## src/rtl/alu_trojan_pkg.sv

```systemverilog
// Shared definitions for the ALU Trojan-detection lockstep monitor:
// per-channel classifier state encoding and the compared-word layout.
package alu_trojan_pkg;

    // Classifier state, kept as plain 2-bit constants so the encoding
    // matches what the feature-extraction scripts already decode.
    typedef logic [1:0] chan_state_t;

    localparam chan_state_t ST_CLEAN   = 2'b00;
    localparam chan_state_t ST_SUSPECT = 2'b01;
    localparam chan_state_t ST_ALARM   = 2'b10;

    // Widest ALU result the packing helper accepts; callers size-cast down.
    localparam int PACK_MAX_W = 32;

    // Compared word layout: {result, carry, zero}.
    function automatic logic [PACK_MAX_W+1:0] pack_word(
        input logic [PACK_MAX_W-1:0] result,
        input logic                  carry,
        input logic                  zero
    );
        return {result, carry, zero};
    endfunction

endpackage

```

## src/rtl/alu_lockstep_chan.sv

```systemverilog
// One lockstep channel: compares the channel word against the golden word,
// keeps a saturating mismatch count and runs the CLEAN/SUSPECT/ALARM
// classifier over a window of valid samples.
module alu_lockstep_chan
    import alu_trojan_pkg::*;
#(
    parameter int WIDTH        = 4,
    parameter int CNT_W        = 16,
    parameter int WIN          = 8,
    parameter int ALARM_THRESH = 3
) (
    input  logic               clk,
    input  logic               rst_n,
    input  logic               clear,
    input  logic               sample_valid,
    input  logic [WIDTH+1:0]   exp_word,
    input  logic [WIDTH-1:0]   result,
    input  logic               carry,
    input  logic               zero,
    output logic [WIDTH+1:0]   obs_word,
    output logic               mm,
    output logic               mismatch,
    output logic [CNT_W-1:0]   mismatch_cnt,
    output chan_state_t        state
);

    localparam int WW = WIDTH + 2;
    // Room for WIN+1 so the incremented age never wraps before the compare.
    localparam int AW = $clog2(WIN + 2);
    localparam logic [AW-1:0] THRESH_V = AW'(ALARM_THRESH);
    localparam logic [AW-1:0] WIN_V    = AW'(WIN);

    logic [AW-1:0] hits;
    logic [AW-1:0] age;
    logic [AW-1:0] hits_nxt;
    logic [AW-1:0] age_nxt;

    assign obs_word = WW'(pack_word(PACK_MAX_W'(result), carry, zero));

    // Anything other than a definite "equal" (including X/Z inputs) is a mismatch.
    assign mm = ((obs_word == exp_word) !== 1'b1);

    // Window bookkeeping as it would look after the current sample.
    always_comb begin
        // NOTE: every always_comb output gets a default first so no latch is inferred.
        hits_nxt = hits + AW'(mm);
        age_nxt  = age + AW'(1);
    end

    // Mismatch flag, saturating count and classifier; only valid samples advance.
    always_ff @(posedge clk or negedge rst_n) begin
        if (!rst_n) begin
            // NOTE: sequential state uses non-blocking assignments only.
            mismatch     <= 1'b0;
            mismatch_cnt <= '0;
            state        <= ST_CLEAN;
            hits         <= '0;
            age          <= '0;
        end else if (clear) begin
            mismatch     <= 1'b0;
            mismatch_cnt <= '0;
            state        <= ST_CLEAN;
            hits         <= '0;
            age          <= '0;
        end else if (sample_valid) begin
            mismatch <= mm;
            if (mm && (mismatch_cnt != '1)) begin
                mismatch_cnt <= mismatch_cnt + CNT_W'(1);
            end
            case (state)
                ST_CLEAN: begin
                    if (mm) begin
                        hits  <= AW'(1);
                        age   <= AW'(1);
                        state <= (ALARM_THRESH == 1) ? ST_ALARM : ST_SUSPECT;
                    end
                end
                ST_SUSPECT: begin
                    if (hits_nxt == THRESH_V) begin
                        hits  <= hits_nxt;
                        age   <= age_nxt;
                        state <= ST_ALARM;
                    end else if (age_nxt >= WIN_V) begin
                        hits  <= '0;
                        age   <= '0;
                        state <= ST_CLEAN;
                    end else begin
                        hits <= hits_nxt;
                        age  <= age_nxt;
                    end
                end
                ST_ALARM: begin
                    state <= ST_ALARM;
                end
                default: begin
                    state <= ST_CLEAN;
                end
            endcase
        end else begin
            mismatch <= 1'b0;
        end
    end

endmodule

```

## src/rtl/alu_lockstep_monitor.sv

```systemverilog
// N-channel lockstep comparator: golden ALU versus each ALU under test.
// Holds the shared sample counter and the first-divergence capture; the
// per-channel compare/count/classify logic lives in alu_lockstep_chan.
module alu_lockstep_monitor
    import alu_trojan_pkg::*;
#(
    parameter int WIDTH        = 4,
    parameter int NCH          = 4,
    parameter int CNT_W        = 16,
    parameter int WIN          = 8,
    parameter int ALARM_THRESH = 3,
    parameter int FCW          = (NCH > 1) ? $clog2(NCH) : 1
) (
    input  logic                 clk,
    input  logic                 rst_n,
    input  logic                 clear,
    input  logic                 sample_valid,
    input  logic [WIDTH-1:0]     ref_result,
    input  logic                 ref_carry,
    input  logic                 ref_zero,
    input  logic [NCH*WIDTH-1:0] dut_result,
    input  logic [NCH-1:0]       dut_carry,
    input  logic [NCH-1:0]       dut_zero,
    output logic [NCH-1:0]       mismatch_vec,
    output logic [NCH*CNT_W-1:0] mismatch_cnt,
    output logic [CNT_W-1:0]     sample_cnt,
    output logic [NCH*2-1:0]     state_vec,
    output logic [NCH-1:0]       alarm,
    output logic                 first_valid,
    output logic [FCW-1:0]       first_ch,
    output logic [CNT_W-1:0]     first_sample,
    output logic [WIDTH+1:0]     first_exp,
    output logic [WIDTH+1:0]     first_obs
);

    localparam int WW = WIDTH + 2;

    logic [WW-1:0]  exp_word;
    logic [WW-1:0]  obs_word [NCH];
    logic [NCH-1:0] mm;
    logic [FCW-1:0] hit_ch;
    logic [WW-1:0]  hit_word;

    assign exp_word = WW'(pack_word(PACK_MAX_W'(ref_result), ref_carry, ref_zero));

    for (genvar c = 0; c < NCH; c++) begin : g_chan
        alu_lockstep_chan #(
            .WIDTH        (WIDTH),
            .CNT_W        (CNT_W),
            .WIN          (WIN),
            .ALARM_THRESH (ALARM_THRESH)
        ) u_chan (
            .clk          (clk),
            .rst_n        (rst_n),
            .clear        (clear),
            .sample_valid (sample_valid),
            .exp_word     (exp_word),
            .result       (dut_result[c*WIDTH +: WIDTH]),
            .carry        (dut_carry[c]),
            .zero         (dut_zero[c]),
            .obs_word     (obs_word[c]),
            .mm           (mm[c]),
            .mismatch     (mismatch_vec[c]),
            .mismatch_cnt (mismatch_cnt[c*CNT_W +: CNT_W]),
            .state        (state_vec[c*2 +: 2])
        );

        assign alarm[c] = (state_vec[c*2 +: 2] == ST_ALARM);
    end

    // Lowest-index mismatching channel and its word; scanning downward lets
    // the lowest index overwrite any higher one.
    always_comb begin
        hit_ch   = '0;
        hit_word = '0;
        for (int c = NCH - 1; c >= 0; c--) begin
            if (mm[c]) begin
                hit_ch   = FCW'(c);
                hit_word = obs_word[c];
            end
        end
    end

    // Sample counter and one-shot first-divergence capture.
    always_ff @(posedge clk or negedge rst_n) begin
        if (!rst_n) begin
            sample_cnt   <= '0;
            first_valid  <= 1'b0;
            first_ch     <= '0;
            first_sample <= '0;
            first_exp    <= '0;
            first_obs    <= '0;
        end else if (clear) begin
            sample_cnt   <= '0;
            first_valid  <= 1'b0;
            first_ch     <= '0;
            first_sample <= '0;
            first_exp    <= '0;
            first_obs    <= '0;
        end else if (sample_valid) begin
            if (sample_cnt != '1) begin
                sample_cnt <= sample_cnt + CNT_W'(1);
            end
            if (!first_valid && (|mm)) begin
                first_valid  <= 1'b1;
                first_ch     <= hit_ch;
                first_sample <= sample_cnt;
                first_exp    <= exp_word;
                first_obs    <= hit_word;
            end
        end
    end

endmodule
```

## config.mk

```make
export PLATFORM = sky130hd
export DESIGN_NAME = alu_lockstep_monitor
export DESIGN_NICKNAME = d
export VERILOG_FILES = /design/src/rtl/alu_trojan_pkg.sv /design/src/rtl/alu_lockstep_chan.sv /design/src/rtl/alu_lockstep_monitor.sv
export SDC_FILE = /design/constraint.sdc
export NUM_CORES = 1
export LEC_CHECK = 0
export BUFFER_PORTS_ARGS = -buffer_cell sky130_fd_sc_hd__buf_4
export CAP_MARGIN = 20
export CORE_MARGIN = 5
export CORE_UTILIZATION = 61
export DETAILED_ROUTE_END_ITERATION = 16
export GPL_TIMING_DRIVEN = 0
export PLACE_DENSITY_LB_ADDON = 0.3
export SYNTH_ARGS = -nofsm -noshare
export SYNTH_HDL_FRONTEND = slang
export SYNTH_SLANG_ARGS = --single-unit
export TNS_END_PERCENT = 10
```

## constraint.sdc

```tcl
create_clock -name clk -period 4.1 [get_ports clk]
set_input_delay 0.615 -clock clk [delete_from_list [all_inputs] [get_ports clk]]
set_output_delay 0.615 -clock clk [all_outputs]
set_load 0.01 [all_outputs]
```

==> metrics.md <==
| Metric | Value |
|---|---|
| Status | finished, final reports clean |
| PwrDens | 354 nW/µm² |
| Resized cells post-CTS | 0 |
| Setup Viol. Count Final | 0 |
| Crit-path max FO | 10 |
| Clock Skews | 0.00602 ns |
| Vias in the first global route | 8498 |
| Util after Layout | roughly three quarters |
| Fillers | between 1000 and 1500 |
| Gate power share | 14.0% |
| Synth warnings | 0 |
| Class of the most critical setup path | in -> reg |
| Lkg Pwr | ~4.7 nW |
| TritonRoute pass-1 iters | 5 |
| Synth cell types | 69 |
| Sequential cell area | 3880 µm² |
| Global Route Usage Sum | between 30% and 40% |
| Die Y-Extent | 131 µm |
| VDD IR-drop max | between 0.0003 and 0.0004 V |
| Tmin final | roughly 3.3 ns |
| Antenna fix cells | 0 |
| Synth Flop Type | dfrtp_1 |
| Gpl congestion | slightly above 0.9 |
| Cell count after synthesis | about 980 |
| Initial core utilization | just over 60% |
| WP data required | 4.42 ns |
| Largest net degree at the start of global routing | 96 |
| Top cells by area, synth | dfrtp_1 (43%), a21oi_1 (3.6%), xnor2_1 (3.4%) |
| CP max stage cell | nor2_1 |
| Net Switching | between 1 and 1.5 mW |
| Mapped Nets | ~1000 |
| Relative slew slack | roughly a third |
| Fmax | between 0.2 and 0.3 GHz |
| Synth async-reset ratio | 100% |
| TritonCTS buffer count | 17 |
| # rows | between 40 and 50 |
| Area Growth Syn to Fin | 23.1% |
| Wire per inst | between 15 and 20 µm |
| Tightest Pin Transition | roughly 1.0 ns |
| Clock sink count | between 150 and 200 |
| Top cell type by total area after synthesis | dfrtp_1 |
| CP Launch Type | input pin |
| Post-CTS Hold Buffers | 0 |
| RSZ-0062 raised after global routing | no |
| Setup Fix Bufs, Post-CTS | 0 |
| Area of the multi-input gates | roughly 4500 µm² |
| Final wirelength | ~26000 µm |
| Vias per cell | roughly 6.5 |
| # port buffers | 154 |
| Root Buffer | clkbuf_16 |
| Share of the synthesized area in the top cell type | roughly 43% |
| DRC | 0 |
| Worst-case clock buffer depth | 2 |
| CTS tree | built |
| Largest stage delay, worst path | about 0.74 ns |
| WP data arrival | 3.66 ns |
| FF+latch count, synth | between 150 and 200 |
| First-pass GRT wire length | roughly 43000 µm |
| Final nets | 1205 |
| Final Max Slew Viols | 0 |
| Synth Area per Inst | ~9.2 µm² |
| Hold Crit Class | in -> async |
| Initial antenna violation count | 0 |
| Share of cells above drive strength 1 | about a fifth |
| Worst skew pair latency | 0.43 ns |
| Die X | 131 µm |
| Hold Vio Cnt, Final | 0 |
| Period utilisation layout | between 80% and 90% |
| Die area | 17200 µm² |
| H-Tree Depth | 4 |
| GRT overflow | 0 |
| Power Internal | 2.87 mW |
| Max Cap Viol | 0 |
| Number of enable flip-flop cells after synthesis | 0 |
| DRT iter0 DRCs | a little under 900 |
| DP HPWL | roughly 19000 µm |
| Clock transition at the registers of the reported paths | approximately 0.060 ns |
| Clock share of power | approximately 44% |
| Sw Share | 26.7% |
| Post-Syn Area | 8960 µm² |
| Setup TNS | 0 ns |
| # IOs | 161 |
| Seq/Total Area, Yosys | 43.3% |
| Flop pwr share | between 40 and 50% |
| Critical path cell sequence | buf_4, xnor2_1, nand4_1, nor2_1, inv_1, ha_1, ha_1, nand2_1, nor3_1, o211ai_1, nand2_1, a32o_1 |
| Via Count | 8784 |
| Final ANT Viol Nets | 0 |
| Core area | about 14000 µm² |
| Crit. End Element | flip-flop |
==> final cells by class <==
cell class | count | share of cell area [%]
Clock inverter | 11 | 1.50
Clock buffer | 21 | 4.35
Sequential cell | 155 | 35.2
Timing Repair Buffer | 156 | 10.8
Buffer | 64 | 2.77
Inverter | 69 | 2.35
Multi-Input combinational cell | 691 | 41.0
Tap cell | 184 | 2.09
==> worst max-delay path, delay by kind of cell <==
| kind | cells | cell delay (ns) |
|---|---|---|
| simple gates | 5 | 1.36 |
| compound gates | 2 | 0.72 |
| fa+ha+maj | 2 | 0.49 |
| buf+inv | 2 | 0.26 |
| xor+xnor | 1 | 0.22 |
==> state kept, by name, indices dropped and copies added (netlist names) <==
signal,flops
g_chan.u_chan.age,16
g_chan.u_chan.state,8
first_obs,6
g_chan.u_chan.mismatch_cnt,64
first_sample,16
first_valid,1
first_ch,2
first_exp,6
sample_cnt,16
g_chan.u_chan.mismatch,4
g_chan.u_chan.hits,16
==> power groups by stage <==
stage	sequential [mW]	combinational, mW	clock, mW
2_1_floorplan	1.67	0.307	0
3_3_place_gp	1.67	0.514	0
3_5_place_dp	1.67	0.531	0
4_1_cts	1.64	0.540	1.73
5_1_grt	1.65	0.599	1.80
6_report	1.65	0.547	1.71
==> layout by cell type (no fill, tap or decap), types with 6 or more instances in the layout <==
cell,netlist,final
or3_1,24,24
nor3_1,23,23
a21boi_0,15,15
clkbuf_1,41,41
nand2_1,64,64
o31ai_1,36,36
a32o_1,9,9
o221ai_1,7,7
and3_1,9,9
o211ai_1,9,9
buf_4,9,162
nand4_1,24,24
o21ai_0,39,39
o2111a_1,6,6
dfrtp_1,155,155
a21oi_1,65,65
inv_1,69,69
and2_1,11,11
nand2b_1,9,9
xnor2_1,35,35
a22o_1,8,8
clkbuf_16,0,17
nand3_1,40,40
a31oi_1,11,11
and4_1,10,10
or4_1,30,30
nor2_1,52,52
nor4_1,13,13
nor2b_1,16,16
buf_2,7,8
ha_1,17,17
mux2_2,9,9
o32ai_1,23,23
==> metrics by stage <==
stage	std cells	power, mW	instance area (µm²)	setup WS [ns]	hold WS (ns)
2_1_floorplan	979	1.97	8960	1.06	0.319
3_5_place_dp	1318	2.20	10400	0.417	0.480
3_3_place_gp	1317	2.18	10400	0.440	0.474
6_report	1351	3.91	11000	0.753	0.165
4_1_cts	1350	3.91	11000	0.863	0.181
5_1_grt	1351	4.05	11000	0.594	0.203
==> synthesized netlist by cell type (all sizes together), types with 13 or more instances <==
cell type  count
o32ai         24
nor2b         16
xnor2         35
buf           23
clkbuf        41
nor3          23
o21ai         42
ha            17
dfrtp        155
or4           30
inv           69
nor2          52
a21boi        15
a21oi         65
nand2         64
or3           24
nand4         24
nand3         40
nor4          13
o31ai         36
==> worst paths after layout <==
check | start | end | slack (ns) | cells after the start
setup / recovery | ref_zero | g_chan[0].u_chan.age[1] | 0.75 | 12
setup reg to reg | g_chan[0].u_chan.mismatch_cnt[0] | g_chan[0].u_chan.mismatch_cnt[1] | 1.51 | 9
min in group clk | ref_carry | first_exp[1] | 0.46 | 3
hold / removal | rst_n | g_chan[0].u_chan.mismatch_cnt[0] | 0.16 | 1
hold reg to reg | g_chan[0].u_chan.hits[0] | g_chan[0].u_chan.hits[0] | 0.50 | 1
max in group asynchronous | rst_n | g_chan[3].u_chan.mismatch_cnt[7] | 3.05 | 2
==> cell families (layout without fill, tap and decap cells) <==
| group | after synthesis | in the layout | synth area share [%] |
|---|---|---|---|
| simple gates | 348 | 348 | 21.3 |
| compound gates | 276 | 276 | 21.6 |
| flops | 155 | 155 | 43.3 |
| buf+inv | 133 | 321 | 6.29 |
| xor+xnor | 39 | 39 | 3.81 |
| fa+ha+maj | 17 | 17 | 2.37 |
| mux | 11 | 11 | 1.35 |
==> per-layer routing <==
layer	vias to the layer above	share of wire, %	GRT usage [%]
met3	60	9.3	8.45
li1	4015	-	-
met5	-	0	0
met2	458	47	46.8
met1	4251	41	40.6
met4	0	2.5	10.5
No activity file was read; power rests on OpenSTA's default activity.
